`config.mk`:
```
export PLATFORM = sky130hd
export DESIGN_NAME = rx_bit_timer
export DESIGN_NICKNAME = d
export VERILOG_FILES = /design/src/rtl/rx_bit_timer.sv
export SDC_FILE = /design/constraint.sdc
export NUM_CORES = 1
export LEC_CHECK = 0
export ABC_AREA = 0
export BUFFER_PORTS_ARGS = -buffer_cell sky130_fd_sc_hd__buf_4
export CAP_MARGIN = 10
export CORE_AREA = 10 10 47 49
export CTS_CLUSTER_SIZE = 14
export DETAILED_ROUTE_END_ITERATION = 16
export DIE_AREA = 0 0 57 59
export HOLD_SLACK_MARGIN = 0.02
export PLACE_DENSITY_LB_ADDON = 0.25
export SETUP_SLACK_MARGIN = 0.2
export SLEW_MARGIN = 10
export SYNTH_ARGS = -nofsm -noshare
export SYNTH_HDL_FRONTEND = slang
export SYNTH_SLANG_ARGS = --single-unit
```
`constraint.sdc`:
```
create_clock -name clk -period 1.86 [get_ports clk]
set_input_delay 0.372 -clock clk [delete_from_list [all_inputs] [get_ports clk]]
set_output_delay 0.372 -clock clk [all_outputs]
set_load 0.01 [all_outputs]
```
`src/rtl/rx_bit_timer.sv`:
```
// Receive-path bit timer: phase counter, sample-point strobe, bit/byte counting with edge resync.
// Optional macro RX_BIT_TIMER_STUFF_EN: skip_bit suppresses counting of stuffed-bit strobes.
module rx_bit_timer #(
  parameter int unsigned CLKS_PER_BIT  = 8,
  parameter int unsigned SAMPLE_POINT  = 3,
  parameter int unsigned BITS_PER_BYTE = 8,
  parameter int unsigned CNT_BITS      = 4
) (
  input  logic                clk,
  input  logic                n_rst,
  input  logic                enable_timer,
  input  logic                resync,
  input  logic                skip_bit,
  output logic                shift_strobe,
  output logic                byte_received,
  output logic [CNT_BITS-1:0] bit_count,
  output logic                busy
);

  localparam logic [0:0] IDLE = 1'b0;
  localparam logic [0:0] RUN  = 1'b1;

  localparam logic [CNT_BITS-1:0] LAST_PHASE   = CNT_BITS'(CLKS_PER_BIT - 1);
  localparam logic [CNT_BITS-1:0] SAMPLE_PHASE = CNT_BITS'(SAMPLE_POINT);
  localparam logic [CNT_BITS-1:0] LAST_BIT     = CNT_BITS'(BITS_PER_BYTE - 1);

  logic [0:0]          state;
  logic [CNT_BITS-1:0] phase;
  logic                count_en;

  assign busy         = (state == RUN);
  assign shift_strobe = (state == RUN) && (phase == SAMPLE_PHASE);

`ifdef RX_BIT_TIMER_STUFF_EN
  assign count_en = shift_strobe && !skip_bit;
`else
  logic unused_skip_bit;
  assign unused_skip_bit = skip_bit;
  assign count_en        = shift_strobe;
`endif

  always_ff @(posedge clk or negedge n_rst) begin
    if (!n_rst) begin
      state         <= IDLE;
      phase         <= '0;
      bit_count     <= '0;
      byte_received <= 1'b0;
    end else begin
      byte_received <= 1'b0;
      case (state)
        IDLE: begin
          if (enable_timer) begin
            state <= RUN;
            phase <= '0;
          end
        end
        default: begin
          if (!enable_timer) begin
            // Disable outranks resync and a coincident final strobe.
            state     <= IDLE;
            phase     <= '0;
            bit_count <= '0;
          end else begin
            // Resync treats this cycle as phase 0, so the next phase is 1.
            if (resync)
              phase <= CNT_BITS'(1);
            else if (phase == LAST_PHASE)
              phase <= '0;
            else
              phase <= phase + 1'b1;

            if (count_en) begin
              if (bit_count == LAST_BIT) begin
                bit_count     <= '0;
                byte_received <= 1'b1;
              end else begin
                bit_count <= bit_count + 1'b1;
              end
            end
          end
        end
      endcase
    end
  end

endmodule

```
# Word level (Yosys, flattened, before mapping)
# Index checks and enable logic that the tools add are counted.
[totals] output_inout_bits=7 regBits=10 wordCells=26 in_bits=5
[op_classes] n_mux=13 n_addsub=2 reduce_logical=3 eq_ne=4
[op_table] operator="2-to-1 mux 4 bit" n=8
[op_table] operator="adder 4 x 1 -> 4 bit (second input constant)" n=2
[op_table] operator="equality test 4 x 3 -> 1 bit (second input constant)" n=2
[op_table] operator="2-to-1 mux 1 bit" n=5
[op_table] operator="equality test 4 x 2 -> 1 bit (second input constant)" n=1
[op_table] operator="!= test 2 x 1 -> 1 bit (second input constant)" n=1
[op_table] operator="AND reduction 2 bit" n=1
[op_table] operator="nonzero test 2 bit" n=1
[op_table] operator="logical AND 1 bit" n=1

# Logic depth before layout (Yosys ltp)
[depth] word_depth=5 mapped_depth=5 mapped_depth_nobuf=4

# Least setup slack after synthesis
# OpenSTA, ideal clock, no wires.
[synth_timing] path_kind="reg-to-output" from="reg phase[0]" to="out shift_strobe" path_slack_ns=0.517 path_stages_with_launch=4 required_ns=1.488 t_arrival_ns=0.971 n_path_buf=1 cell_sequence="dfrtp_1 -> ha_1 -> and4bb_1 -> buf_6"
[synth_between] elab_chain_len=2
[synth_lines] item="start, declared" line="28" rtl="logic [CNT_BITS-1:0] phase;"
[synth_lines] item="start signal, assigned" line="70" rtl="phase <= phase + 1'b1;"
[synth_lines] item="equality test 4 x 2 -> 1 bit" line="32" rtl="assign shift_strobe = (state == RUN) && (phase == SAMPLE_PHASE);"
[synth_lines] item="logical AND 1 bit" line="32"
[synth_lines] item="end, declared" line="14" rtl="output logic shift_strobe,"
# Every way passes these cells.

# Worst setup path in the final report
[layout_timing] from="reg phase[1]" to="out shift_strobe"
# The elaborated chain is that of the path after synthesis.

==> run metrics <==
Pwr Total 468 uW; Post-route DRC 0; routability cong. 0.702; Overflow after GRT 0; number of synthesized flops with an enable pin 0; Power Dens Cells 657 nW/um^2; HPWL after DPL 831 um; largest stage delay on the critical path 0.42 ns; WP buf/inv 1; Clock Skew 0.000639 ns; clk root buf clkbuf_4; DRT Pass-1 Iters 2; clock sinks 10; fin crit period 1.60 ns; maximum vdd ir drop 413 uV; Crit-path slowest cell dfrtp_1; # setup viols final 0; Slew @ Worst Pin 0.230 ns; H-tree depth 1; worst setup margin 0.262 ns; CTS tree built; num ports 12; Worst Hold Launch enable_timer; vias in the first global route 495; fmax 626 MHz; core area 1400 um^2; cell chain of the critical path ha_4 > and4bb_2 > buf_4; Area Growth Syn to Fin 29.6%; Total GRT Usage 0.0797; Clock Pin Slew Worst Setup and Hold Paths 0.06 ns; unrepaired setup endpoints after global routing no; placed cells 79; Hold Vio Cnt, Final 0; Final period util 0.859; full die area 3360 um^2; ys flop type dfrtp_1; final WL 1230 um; crit end category output pin; latest clock arrival within the worst-skew pair 0.26 ns; r2r startpoint phase[1]$_DFFE_PN0P_; Post-Synthesis Net Count 61; cell area after synthesis 549 um^2; run status finished, final reports clean; critical path's top delay family flip-flops; fin cells 87; Post-Syn Area per Cell 10.2 um^2; vias per cell 5.31; largest net degree at the start of global routing 16; commonest cells after routing, fill and taps aside buf_4, dfrtp_1, nand2_1; Die Span Y 59 um; initial antenna violation count 0; first-pass GRT wire length 2120 um; clock tree buffer depth 2; ant diodes 0; CP Data Required Time 1.49 ns; Slew Viols, Final 0; Initial Util 0.392; Worst Path Max Fanout 3; beginning of the critical path phase[1]$_DFFE_PN0P_; Setup CP Type register to output pin; PortBufs 10; CP startpoint kind register; layout cells sized above 1 0.310; Synth Warn # 0; Min-Delay Path Class input port to register; FFs w/ async S/R, synth 1.00; sum of negative setup slack 0 ns; die extent in x 57 um; Synth cell types 26; commonest non-fill, non-tap cell in the layout buf_4; Max-Cap Viols 0; Synth Register Bits 10; leak pwr 0.000342 uW; cell row count 14; CTS Buf Count 3; Final Util 0.508; DRT iter0 DRCs 2; worst slack at placement 0.378 ns; via count 462; Final ANT Viol Nets 0; WL/cell 14.1 um; Slew headroom 0.846; Syn Inst Count 54; register area share after synthesis 0.456; Worst EP arrival 1.23 ns; nets 80
[synth_stat cells (2+ instances only)]
library cell   n  area [um^2]
dfrtp_1       10          250
ha_1           2         25.0
nand3b_1       3         22.5
mux2i_1        2         20.0
inv_1          5         18.8
nand3_1        2         10.0
o32ai_1        2         17.5
nand2_1        8         30.0
nor2_1         3         11.3
[final cells by class]
type,instances,area (um^2)
repair buffers,17,130
flip-flops and latches,10,250
multi-input cells,36,270
inverters,5,18.8
fillers,138,689
well taps,16,20.0
clock buffers,3,22.5
[through the flow]
step           cell area [um^2]  hold WS (ns)
4_1_cts                     687         0.330
3_3_place_gp                637         0.209
3_5_place_dp                637         0.208
5_1_grt                     712         0.322
2_1_floorplan               549        0.0764
6_report                    712         0.341
[flip-flops by register name, summed over array words and instances (netlist names)]
name and cells:
bit_count 4, busy 1, byte_received 1, phase 4
[power breakdown]
part           total [uW]  internal, uW  switching [uW]  leakage, uW
combinational        79.1          39.5            39.6     0.000194
sequential            247           229            17.8     0.000134
clock                 142          74.5            67.4    0.0000138
[cell families (layout without fill, tap and decap cells)]
family / after synthesis / in the layout / synth area share
simple gates: 22 / 22 / 0.248
flops: 10 / 10 / 0.456
compound gates: 9 / 9 / 0.123
buf+inv: 8 / 25 / 0.0752
fa+ha+maj: 2 / 2 / 0.0456
mux: 2 / 2 / 0.0364
xor+xnor: 1 / 1 / 0.0159
[worst reg2reg max path, cell delays in order (launching register included)]
cell,delay (ns)
dfrtp_1,0.42
ha_4,0.17
and4bb_2,0.23
buf_4,0.15
buf_4,0.15
a41o_1,0.22
[layer usage]
metal / wire (um) / share of wire / global-route usage
met5: 0 / 0 / 0
met4: 10 / 0.0082 / 0.0604
met3: 33 / 0.027 / 0.0215
met2: 664 / 0.54 / 0.138
met1: 516 / 0.42 / 0.0801
[timing repair]
action                                  in CTS  in global routing
setup buffers                                2                  2
hold buffers                                 1                  0
gates resized for setup                      2                  1
endpoints found under the setup margin       1                  1
pin swaps                                    1                  1
endpoints found under the hold margin       10                  0
[final timing paths]
path / depth (start not counted) / endpoint / slack [ns]
worst max-delay path: 3 / shift_strobe / 0.26
max in group asynchronous: 2 / bit_count[3]$_DFFE_PN0P_ / 1.25
worst max register to register: 5 / bit_count[0]$_DFFE_PN0P_ / 0.41
worst min-delay path: 1 / busy$_DFF_PN0_ / 0.34
worst min register to register: 2 / bit_count[3]$_DFFE_PN0P_ / 0.56
min in group asynchronous: 2 / bit_count[1]$_DFFE_PN0P_ / 0.47
Power figures use the tool's default switching activity.
